`src/rtl/scan_driver.sv`:
```
// ---------------------------------------------------------------------------
// scan_driver
//
// Multiplexed scan driver for a common-anode seven-segment bank. Each of the
// DIGITS digits owns a slot of TICK_DIV clock cycles. A slot opens with
// BLANK_CYCLES dark cycles so the previous anode can discharge before the
// next one is driven. After that the digit is lit for a brightness-dependent
// number of cycles (PWM), then stays dark for the rest of the slot.
// Segment data, the mask bit and the brightness are captured when the slot
// opens, so mid-slot changes only take effect on the next slot.
//
// Ports:
//   clk          system clock
//   rst          synchronous, active-high reset
//   seg_data     per-digit active-low segment bytes; digit k at [8k+7:8k]
//   digit_mask   1 enables digit k, 0 keeps its slot dark
//   brightness   PWM level; 0 is off, all-ones is fully on
//   an           active-low anode selects (registered, at most one low)
//   seg          active-low segment byte of the lit digit, 8'hFF when dark
//   digit_idx    digit whose slot the current outputs belong to
//   frame_start  one-cycle pulse on the outputs for slot cycle 0 of digit 0
// ---------------------------------------------------------------------------
module scan_driver #(
    parameter int DIGITS       = 4,
    parameter int TICK_DIV     = 100000,
    parameter int BLANK_CYCLES = 2000,
    parameter int DIM_BITS     = 4,
    localparam int IDX_W       = (DIGITS > 1) ? $clog2(DIGITS) : 1
) (
    input  logic                  clk,
    input  logic                  rst,
    input  logic [DIGITS*8-1:0]   seg_data,
    input  logic [DIGITS-1:0]     digit_mask,
    input  logic [DIM_BITS-1:0]   brightness,
    output logic [DIGITS-1:0]     an,
    output logic [7:0]            seg,
    output logic [IDX_W-1:0]      digit_idx,
    output logic                  frame_start
);

    localparam int S_W    = (TICK_DIV > 1) ? $clog2(TICK_DIV) : 1;
    // Wide enough that brightness * STEP can never overflow.
    localparam int PROD_W = DIM_BITS + $clog2(TICK_DIV) + 1;
    localparam int STEP   = (TICK_DIV - BLANK_CYCLES) >> DIM_BITS;

    logic [S_W-1:0]      s_q, s_d;
    logic [IDX_W-1:0]    d_q, d_d;
    logic [7:0]          seg_lat_q, seg_lat_d;
    logic                mask_lat_q, mask_lat_d;
    logic [DIM_BITS-1:0] bright_lat_q, bright_lat_d;
    logic [DIGITS-1:0]   an_q, an_d;
    logic [7:0]          seg_q, seg_d;
    logic [IDX_W-1:0]    idx_q;
    logic                fs_q, fs_d;

    logic                slot_start;
    logic                slot_end;
    logic                in_blank;
    logic                lit;
    logic [PROD_W-1:0]   lit_len;
    logic [PROD_W-1:0]   lit_off;

    // Unpack the flat segment bus into one byte per digit.
    logic [7:0] seg_bytes [DIGITS];

    generate
        for (genvar gi = 0; gi < DIGITS; gi++) begin : g_unpack
            assign seg_bytes[gi] = seg_data[8*gi +: 8];
        end
    endgenerate

    always_comb begin
        slot_start = (s_q == '0);
        slot_end   = (s_q == S_W'(TICK_DIV - 1));

        s_d = slot_end ? '0 : s_q + S_W'(1);
        d_d = d_q;
        if (slot_end) begin
            d_d = (d_q == IDX_W'(DIGITS - 1)) ? '0 : d_q + IDX_W'(1);
        end

        // On slot cycle 0 the decision uses the freshly captured values, so
        // a zero-length blank still behaves as if they were already latched.
        seg_lat_d    = slot_start ? seg_bytes[d_q]  : seg_lat_q;
        mask_lat_d   = slot_start ? digit_mask[d_q] : mask_lat_q;
        bright_lat_d = slot_start ? brightness      : bright_lat_q;

        in_blank = (s_q < S_W'(BLANK_CYCLES));
        lit_len  = PROD_W'(bright_lat_d) * PROD_W'(STEP);
        lit_off  = PROD_W'(s_q) - PROD_W'(BLANK_CYCLES);

        // All-ones brightness is full on even when STEP truncates to zero.
        lit = mask_lat_d && (bright_lat_d != '0) && !in_blank &&
              ((&bright_lat_d) || (lit_off < lit_len));

        an_d  = lit ? ~(DIGITS'(1) << d_q) : '1;
        seg_d = lit ? seg_lat_d : 8'hFF;
        fs_d  = slot_start && (d_q == '0);
    end

    always_ff @(posedge clk) begin
        if (rst) begin
            s_q          <= '0;
            d_q          <= '0;
            seg_lat_q    <= '0;
            mask_lat_q   <= 1'b0;
            bright_lat_q <= '0;
            an_q         <= '1;
            seg_q        <= 8'hFF;
            idx_q        <= '0;
            fs_q         <= 1'b0;
        end else begin
            s_q          <= s_d;
            d_q          <= d_d;
            seg_lat_q    <= seg_lat_d;
            mask_lat_q   <= mask_lat_d;
            bright_lat_q <= bright_lat_d;
            an_q         <= an_d;
            seg_q        <= seg_d;
            idx_q        <= d_q;
            fs_q         <= fs_d;
        end
    end

    assign an          = an_q;
    assign seg         = seg_q;
    assign digit_idx   = idx_q;
    assign frame_start = fs_q;

endmodule

```
`config.mk`:
```
export PLATFORM = sky130hd
export DESIGN_NAME = scan_driver
export DESIGN_NICKNAME = d
export VERILOG_FILES = /design/src/rtl/scan_driver.sv
export SDC_FILE = /design/constraint.sdc
export NUM_CORES = 1
export LEC_CHECK = 0
export CORE_MARGIN = 5
export CORE_UTILIZATION = 54
export CTS_CLUSTER_DIAMETER = 60
export CTS_CLUSTER_SIZE = 12
export DETAILED_ROUTE_END_ITERATION = 16
export GPL_TIMING_DRIVEN = 0
export PLACE_DENSITY = 0.91
export REMOVE_ABC_BUFFERS = 1
export SLEW_MARGIN = 0
export SYNTH_ARGS = -nofsm -noshare
export SYNTH_HDL_FRONTEND = slang
export SYNTH_SLANG_ARGS = --single-unit
```
`constraint.sdc`:
```
create_clock -name clk -period 7.4 [get_ports clk]
set_clock_uncertainty 0.1 [all_clocks]
set_input_delay 0.74 -clock clk [delete_from_list [all_inputs] [get_ports clk]]
set_output_delay 0.74 -clock clk [all_outputs]
set_load 0.01 [all_outputs]
```
==> summary.md, run 1 <==
| Metric | Value |
|---|---|
| TritonCTS Buffers | `5` |
| Status | `finished clean` |
| Die W | `92.6 um` |
| Clock power share | `16.8%` |
| Number of synthesized flops with an enable pin | `0` |
| Cell variety after synth | `58` |
| Crit-path slowest cell | `a32o_2` |
| CP Max Fanout | `15` |
| Final nets | `534` |
| Synth async-reset ratio | `0%` |
| Clk sink count | `47` |
| Average wire per standard cell | `16.8 um` |
| CTS clock-pin slew for the worst setup and hold paths | `90 ps` |
| # diodes | `0` |
| Hold Path Origin | `s_q[0]$_SDFF_PP0_` |
| Nature of the critical path startpoint | `flip-flop` |
| Max-cap violations | `0` |
| Static Leak | `between 1.5 and 2 nW` |
| Die height | `between 90 and 100 um` |
| Initial antenna violation count | `0` |
| FP Rows | `30` |
| DRT antenna net count | `0` |
| Crit path kind | `flip-flop to flip-flop` |
| Syn avg cell area | `9.44 um2` |
| Die area | `0.00857 mm2` |
| Switching share of power | `40.3%` |
| Max Slew Vio Count | `0` |
| Post-CTS Setup Bufs | `0` |
| WL final | `8720 um` |
| Final hold violations | `0` |
| M1 GR Usage | `25.1%` |
| Worst-path cell chain | `inv_1 > ha_1 > and4bb_2 > nand4_1 > nor2_4 > mux2i_1 > xor2_1 > ha_1 > or2_2 > inv_1 > fa_1 > ha_1 > or3_1 > o211a_1 > a211o_1 > xnor2_1 > ha_1 > and3_1 > a221o_1 > o21a_1 > o31ai_1 > a32o_2 > nand3b_2` |
| Critical Path AT | `7130 ps` |
| Req. time, crit path | `7470 ps` |
| Routing usage on met3 | `2.03%` |
| Core area | `0.00672 mm2` |
| Slew margin rel. | `a little over two fifths` |
| Filler cells | `475` |
| IO Count | `57` |
| Total power draw | `0.000989 W` |
| Logic gate share of total power | `between 50% and 60%` |
| Setup_tns | `0 ps` |
| Synth Flop Type | `dfxtp_1` |
| P_int | `0.000590 W` |
| Synthesized instance count | `390` |
| Buffer and inverter count on the worst path | `2` |
| DR vias/cell | `5.73` |
| PD cells | `228 mW/mm2` |
| Type of the most critical hold path | `flip-flop to flip-flop` |
| Drt pass-1 iters | `5` |
| Root Buffer | `clkbuf_8` |
| Reg2Reg Setup Slack | `340 ps` |
| Largest net degree at the start of global routing | `21` |
| Worst r2r dst | `seg[5]$_SDFF_PP1_` |
| DP HPWL | `6860 um` |
| FF+latch count, synth | `47` |
| First-pass GRT wire length | `14,500 um` |
| Via Count | `roughly 3.0k` |
| Initial Util | `54.8%` |
| Area grow syn2layout | `18.1%` |
| Layout cells sized above 1 | `11.4%` |
| Share of the synthesized area in the top cell type | `25.6%` |
| GRT Overall Usage | `20.8%` |
| Total grt overflow | `0` |
| Setup violators final | `0` |
| Sw Pwr | `0.000399 W` |
| Register area share after synthesis | `25.6%` |
| GR peak layer | `met2` |
| Crit share post-route | `between 90% and 100%` |
| Area leader, netlist | `dfxtp_1` |
| First DRT Iteration DRCs | `123` |
| Worst R2R Start | `s_q[4]$_SDFF_PP0_` |
| Multi-input logic area | `around 0.0025 mm2` |
| Worst Reg-to-Reg Cells | `23` |
| Htree depth | `2` |
| Worst skew pair latency | `310 ps` |
| CP dominant cell by count | `ha_1` |
| Peak VDD IR | `0.101 mV` |
| Register Area | `941 um2` |
| CTS max path bufs | `2` |
| Vias in the first global route | `a little over 3k` |
| Leading post-synthesis cells by cell area | `dfxtp_1 26%, ha_1 16%, mux4_2 5.5%, fa_1 4.4%, xnor2_1 4.3%` |
| Setup crit end kind | `flip-flop` |
| Tmin final | `7060 ps` |
| Final design utilization | `64.7%` |
| Part of the power in registers | `27.0%` |
| Synth warn | `0` |
| Cell area after synthesis | `0.00368 mm2` |
| # port buffers | `56` |
| Endpoint, Worst Hold | `s_q[0]$_SDFF_PP0_` |
| Drt drc | `0` |
| M2 GR Usage | `38.4%` |
| Max Freq | `142 MHz` |
| Largest delay share family, worst path | `simple AND/OR/NAND/NOR gates` |
| Worst hold path stage count | `1` |
| RSZ-0062 raised after global routing | `no` |
| GPL Wtd Cong | `slightly below 0.9` |
| Max incr delay on CP | `510 ps` |
| CTS tree | `yes` |
| Slew @ Worst Pin | `847 ps` |
## logic make-up after synthesis
group	count (synthesis)	share of synthesized area, %
xor+xnor	36	8.57
mux	23	9.59
fa+ha+maj	54	20.0
buf+inv	51	6.29
simple gates	129	20.2
flops	47	25.6
compound gates	50	9.83
## Yosys cell counts (2+ instances only)
library cell,instances
mux2_2,8
nor2b_1,11
nor2_1,37
and4_1,2
and3_1,6
dfxtp_1,47
nand2_1,21
or3_1,5
xor2_1,18
nand3_2,4
nand4_1,7
nand2b_1,3
mux4_2,9
mux2i_1,6
buf_4,2
nor3_1,3
o21ai_0,9
a21oi_1,13
xnor2_1,18
o31ai_1,2
inv_1,36
o21a_1,4
o22ai_1,3
a21o_1,5
fa_1,8
nand3b_1,2
a211o_1,2
clkbuf_1,6
or2_2,2
a311oi_1,2
nand3b_2,6
nor3_2,2
ha_1,46
nand3_1,8
buf_6,4
## per-stage QoR
stage	cell area, um2	std cells	worst slack (ps)	hold slack, ps
after floorplan	3580	375	1280	360
after global placement	4240	511	465	404
after detailed placement	4240	511	344	418
after CTS	4340	519	286	439
after global routing	4340	519	11.2	464
final	4340	519	340	450
## area by class of cell
cell class	instances	area share, %
clock buffer	5	1.58
clock inverter	3	0.634
inverter	36	3.11
multi-input combinational	292	57.8
sequential	47	21.7
tap	80	2.30
timing repair buffer	56	12.9
## repair_timing
| action | in CTS | in global routing |
|---|---|---|
| resized for setup | 0 | 1 |
| setup endpoints to repair | 0 | 12 |
| hold buffers | 0 | 0 |
## power by group through the flow
stage / Clock [W] / Sequential [W] / Combinational, W
3_5_place_dp: 0 / 0.000272 / 0.000545
4_1_cts: 0.000167 / 0.000267 / 0.000552
2_1_floorplan: 0 / 0.000271 / 0.000405
6_report: 0.000166 / 0.000267 / 0.000556
3_3_place_gp: 0 / 0.000272 / 0.000510
5_1_grt: 0.000178 / 0.000268 / 0.000626
## registers in the layout, summed over array words and instances, names as in the netlist
name          count
bright_lat_q      4
seg               8
d_q               2
s_q              17
mask_lat_q        1
an                4
digit_idx         2
seg_lat_q         8
frame_start       1
## worst register-to-register path, stage by stage, from the launching register on
cell	delay, ps
dfxtp_1	340
inv_1	190
ha_1	180
and4bb_2	280
nand4_1	190
nor2_4	500
mux2i_1	510
xor2_1	210
ha_1	230
or2_2	350
inv_1	90
fa_1	460
ha_1	240
or3_1	340
o211a_1	230
a211o_1	330
xnor2_1	240
ha_1	300
and3_1	170
a221o_1	350
o21a_1	200
o31ai_1	260
a32o_2	510
nand3b_2	130
## worst max-delay path by stage
stage	to	slack, ps	startpoint	depth (start not counted)
5_1_grt	seg[5]$_SDFF_PP1_	10	s_q[4]$_SDFF_PP0_	23
3_3_place_gp	seg[0]$_SDFF_PP1_	460	s_q[4]$_SDFF_PP0_	23
3_5_place_dp	an[1]$_SDFF_PP1_	340	s_q[4]$_SDFF_PP0_	23
4_1_cts	seg[5]$_SDFF_PP1_	290	s_q[4]$_SDFF_PP0_	23
2_1_floorplan	seg[0]$_SDFF_PP1_	1280	s_q[4]$_SDFF_PP0_	23
6_report	seg[5]$_SDFF_PP1_	340	s_q[4]$_SDFF_PP0_	23
## cells in the final DEF (no fill, tap or decap), types with 11 or more instances in the layout
master	n
a21oi_1	13
clkdlybuf4s50_1	56
dfxtp_1	47
ha_1	46
inv_1	36
nand2_1	21
nor2_1	37
nor2b_1	11
xnor2_1	18
xor2_1	18
## routing by layer
layer,vias up,wire (um)
met3,21,211
met4,0,235
met5,-,0
met1,1437,3650
met2,68,4620
li1,1447,-
(Power assumes the default switching activity.)
==> run 2, diff against run 1 <==
- SKIP_LAST_GASP: unset -> 1
==> results of run 2 <==
No change in the layout: final DEF, timing and power equal those of run 1.
==> run 3, diff against run 2 <==
- CORE_UTILIZATION: 54 -> 50
- PLACE_DENSITY: 0.91 -> 0.89
- clock period: 7.4 -> 6.08 ns (I/O delays scaled with it)
==> run 3 against run 2 <==
  * The run now ends with setup timing left
  * Worst setup slack worse by 520 ps
  * Critical path depth is 1 higher
  * Sequential cell count stayed put
  * Count of clock-buffer cells in the layout unchanged
  * First-iteration DRC count rose to 3.7 times the previous value
  * Die area up 7.1%
  * Clock power up 26%
  * Critical path type unchanged
  * Largest cell class unchanged
  * Largest power group unchanged
==> summary.md, run 3 (same netlist as run 1, synthesis figures left out) <==
| Metric | Value |
|---|---|
| Status | `finished, violations left` |
| Failing checks | `setup timing` |
| CP Max Fanout | `7 (-8)` |
| Worst hold path stage count | `2 (+1)` |
| Reg2Reg Setup Slack | `-180 ps (-520 ps)` |
| Area grow syn2layout | `33.4%` |
| Slew @ Worst Pin | `889 ps (+41.3 ps)` |
| Slew margin rel. | `40.7% (-2.6 points)` |
| Max Slew Vio Count | `0 (unchanged)` |
| TritonCTS Buffers | `5 (unchanged)` |
| Clk sink count | `47 (unchanged)` |
| Worst r2r dst | `an[3]$_SDFF_PP1_` |
| Finished Cell Area | `0.00491 mm2 (+13%)` |
| CTS tree | `yes` |
| Final nets | `570 (+6.7%)` |
| Average wire per standard cell | `22.1 um (+31%)` |
| Fin worst setup slack | `-183 ps (-523 ps)` |
| Via Count | `3,513 (+18%)` |
| Endpoint, Worst Hold | `s_q[0]$_SDFF_PP0_` |
| CTS max path bufs | `2 (unchanged)` |
| Hold Path Origin | `s_q[0]$_SDFF_PP0_` |
| Total grt overflow | `0 (unchanged)` |
| Crit path kind | `flip-flop to flip-flop` |
| Drt pass-1 iters | `8 (+3)` |
| # diodes | `0 (unchanged)` |
| PD cells | `300 mW/mm2 (+32%)` |
| Nature of the critical path startpoint | `flip-flop` |
| Htree depth | `2 (unchanged)` |
| GRT Overall Usage | `21.0% (+0.23 points)` |
| Final hold violations | `0 (unchanged)` |
| Core area | `0.00721 mm2 (+7.4%)` |
| Crit share post-route | `103% (+7.6 points)` |
| Initial antenna violation count | `0 (unchanged)` |
| WL final | `12,700 um (+45%)` |
| Req. time, crit path | `6160 ps (-1310 ps)` |
| Type of the most critical hold path | `flip-flop to flip-flop` |
| # port buffers | `56 (unchanged)` |
| Static Leak | `2.10 nW (+10%)` |
| Largest net degree at the start of global routing | `21 (unchanged)` |
| Drt drc | `0 (unchanged)` |
| Most frequent cells in the layout | `56 x clkdlybuf4s50_1, 41 x dfxtp_1, 37 x ha_1, 35 x nor2_1, 31 x buf_4` |
| Die height | `95.8 um (+3.5%)` |
| CTS clock-pin slew for the worst setup and hold paths | `100 ps (about the same)` |
| Die area | `0.00917 mm2 (+7.1%)` |
| DP HPWL | `6900 um (+0.56%)` |
| Area after DPL | `0.00427 mm2 (+0.56%)` |
| Root Buffer | `clkbuf_8` |
| First-pass GRT wire length | `15,200 um (+4.9%)` |
| GPL Wtd Cong | `0.841 (-5.4%)` |
| Max reg flops | `17 (unchanged)` |
| DR vias/cell | `6.12 (+6.8%)` |
| Setup_tns | `-2030 ps (-2030 ps)` |
| Max Freq | `160 MHz (+13%)` |
| Layout cells sized above 1 | `26.5% (+15 points)` |
| Worst Reg-to-Reg Cells | `24 (+4.3%)` |
| Vias in the first global route | `3,219 (+4.4%)` |
| CTS hold repair buffers | `0 (unchanged)` |
| Final std cells w/o fill | `574 (+11%)` |
| Commonest non-fill, non-tap cell in the layout | `clkdlybuf4s50_1` |
| DRT antenna net count | `0 (unchanged)` |
| Initial Util | `51.0% (-3.8 points)` |
| Setup violators final | `12 (+12)` |
| Dpl ws | `-1070 ps (-1410 ps)` |
| Worst skew pair latency | `320 ps (about the same)` |
| DP Cell Count | `530 (+3.7%)` |
| Setup crit end kind | `flip-flop` |
| FP Rows | `31 (+3.3%)` |
| Peak VDD IR | `0.172 mV (+70%)` |
| RSZ-0062 raised after global routing | `yes` |
| Tmin final | `6260 ps (-797 ps)` |
| Hold slack | `474 ps (+24.2 ps)` |
| Critical Path AT | `6350 ps (-780 ps)` |
| Biggest register | `s_q` |
| First DRT Iteration DRCs | `455 (+270%)` |
| Worst R2R Start | `s_q[13]$_SDFF_PP0_` |
| IO Count | `57 (unchanged)` |
| Die W | `95.8 um (+3.5%)` |
| Max-cap violations | `0 (unchanged)` |
## run 3: changes by cell type in the layout (fill, tap and decap cells not counted), moves of 5 or more
cell	previous run	this run
dfxtp_1	47	41
inv_2	0	5
ha_1	46	37
inv_1	36	29
ha_4	0	6
buf_4	0	31
## run 3: worst max path at each step
stage                         to          startpoint  cells after the start  slack, ps
4_1_cts        seg[5]$_SDFF_PP1_   s_q[6]$_SDFF_PP0_                     23          6
3_5_place_dp   seg[0]$_SDFF_PP1_   s_q[4]$_SDFF_PP0_                     23      -1070
5_1_grt        seg[2]$_SDFF_PP1_  s_q[13]$_SDFF_PP0_                     26       -300
3_3_place_gp   seg[7]$_SDFF_PP1_   s_q[4]$_SDFF_PP0_                     23       -890
2_1_floorplan  seg[0]$_SDFF_PP1_   s_q[4]$_SDFF_PP0_                     23        -40
6_report        an[3]$_SDFF_PP1_  s_q[13]$_SDFF_PP0_                     24       -180
## run 3: stage by stage
stage                     util [%]  total power (W)
after floorplan                  -         0.000823
after global placement        59.2         0.000951
after detailed placement      59.2         0.000989
after CTS                     62.9          0.00124
after global routing          68.0          0.00155
final                         68.0          0.00147
## run 3: layout make-up
cell class / instances / area, um2
fill: 476 / 2310
clock buffer: 5 / 68.8
sequential: 47 / 953
clock inverter: 3 / 27.5
multi-input combinational: 292 / 2710
inverter: 36 / 140
timing repair buffer: 92 / 881
tap: 99 / 124
## run 3: timing repair
action                                  4_1_cts  5_1_grt
gates cloned                                  0        1
buffers inserted                             11       24
pin swaps                                     4        8
resized for setup                            13       42
endpoints found under the setup margin       12       12
## run 3: critical path: stages (launching register included)
cell and delay, ps:
dfxtp_1 450, nor3_4 360, nand4_1 280, nor2_4 230
buf_12 140, mux2i_4 300, xor2_2 300, ha_4 180
or2_4 120, inv_2 40, fa_1 530, ha_2 310
o21a_1 120, o21a_1 200, o211a_1 140, a211o_1 320
xnor2_2 240, ha_4 240, and3_4 150, a221o_1 340
o21a_1 200, o31ai_2 230, a32o_2 350, clkbuf_16 190
nand3_2 70
## run 3: metal layers
layer | global-route usage [%] | wire length [um] | vias to the layer above
li1 | - | - | 1513
met1 | 24.3 | 4340 | 1687
met2 | 38.6 | 6560 | 234
met3 | 3.21 | 805 | 79
met4 | 8.41 | 963 | 0
met5 | 0 | 0 | -
## run 3: where the power goes
part           switching [W]  leakage [nW]  total [W]  internal [W]
registers         0.00000745         0.386   0.000326      0.000318
clock network       0.000123        0.0467   0.000209     0.0000854
logic               0.000483          1.67   0.000941      0.000458
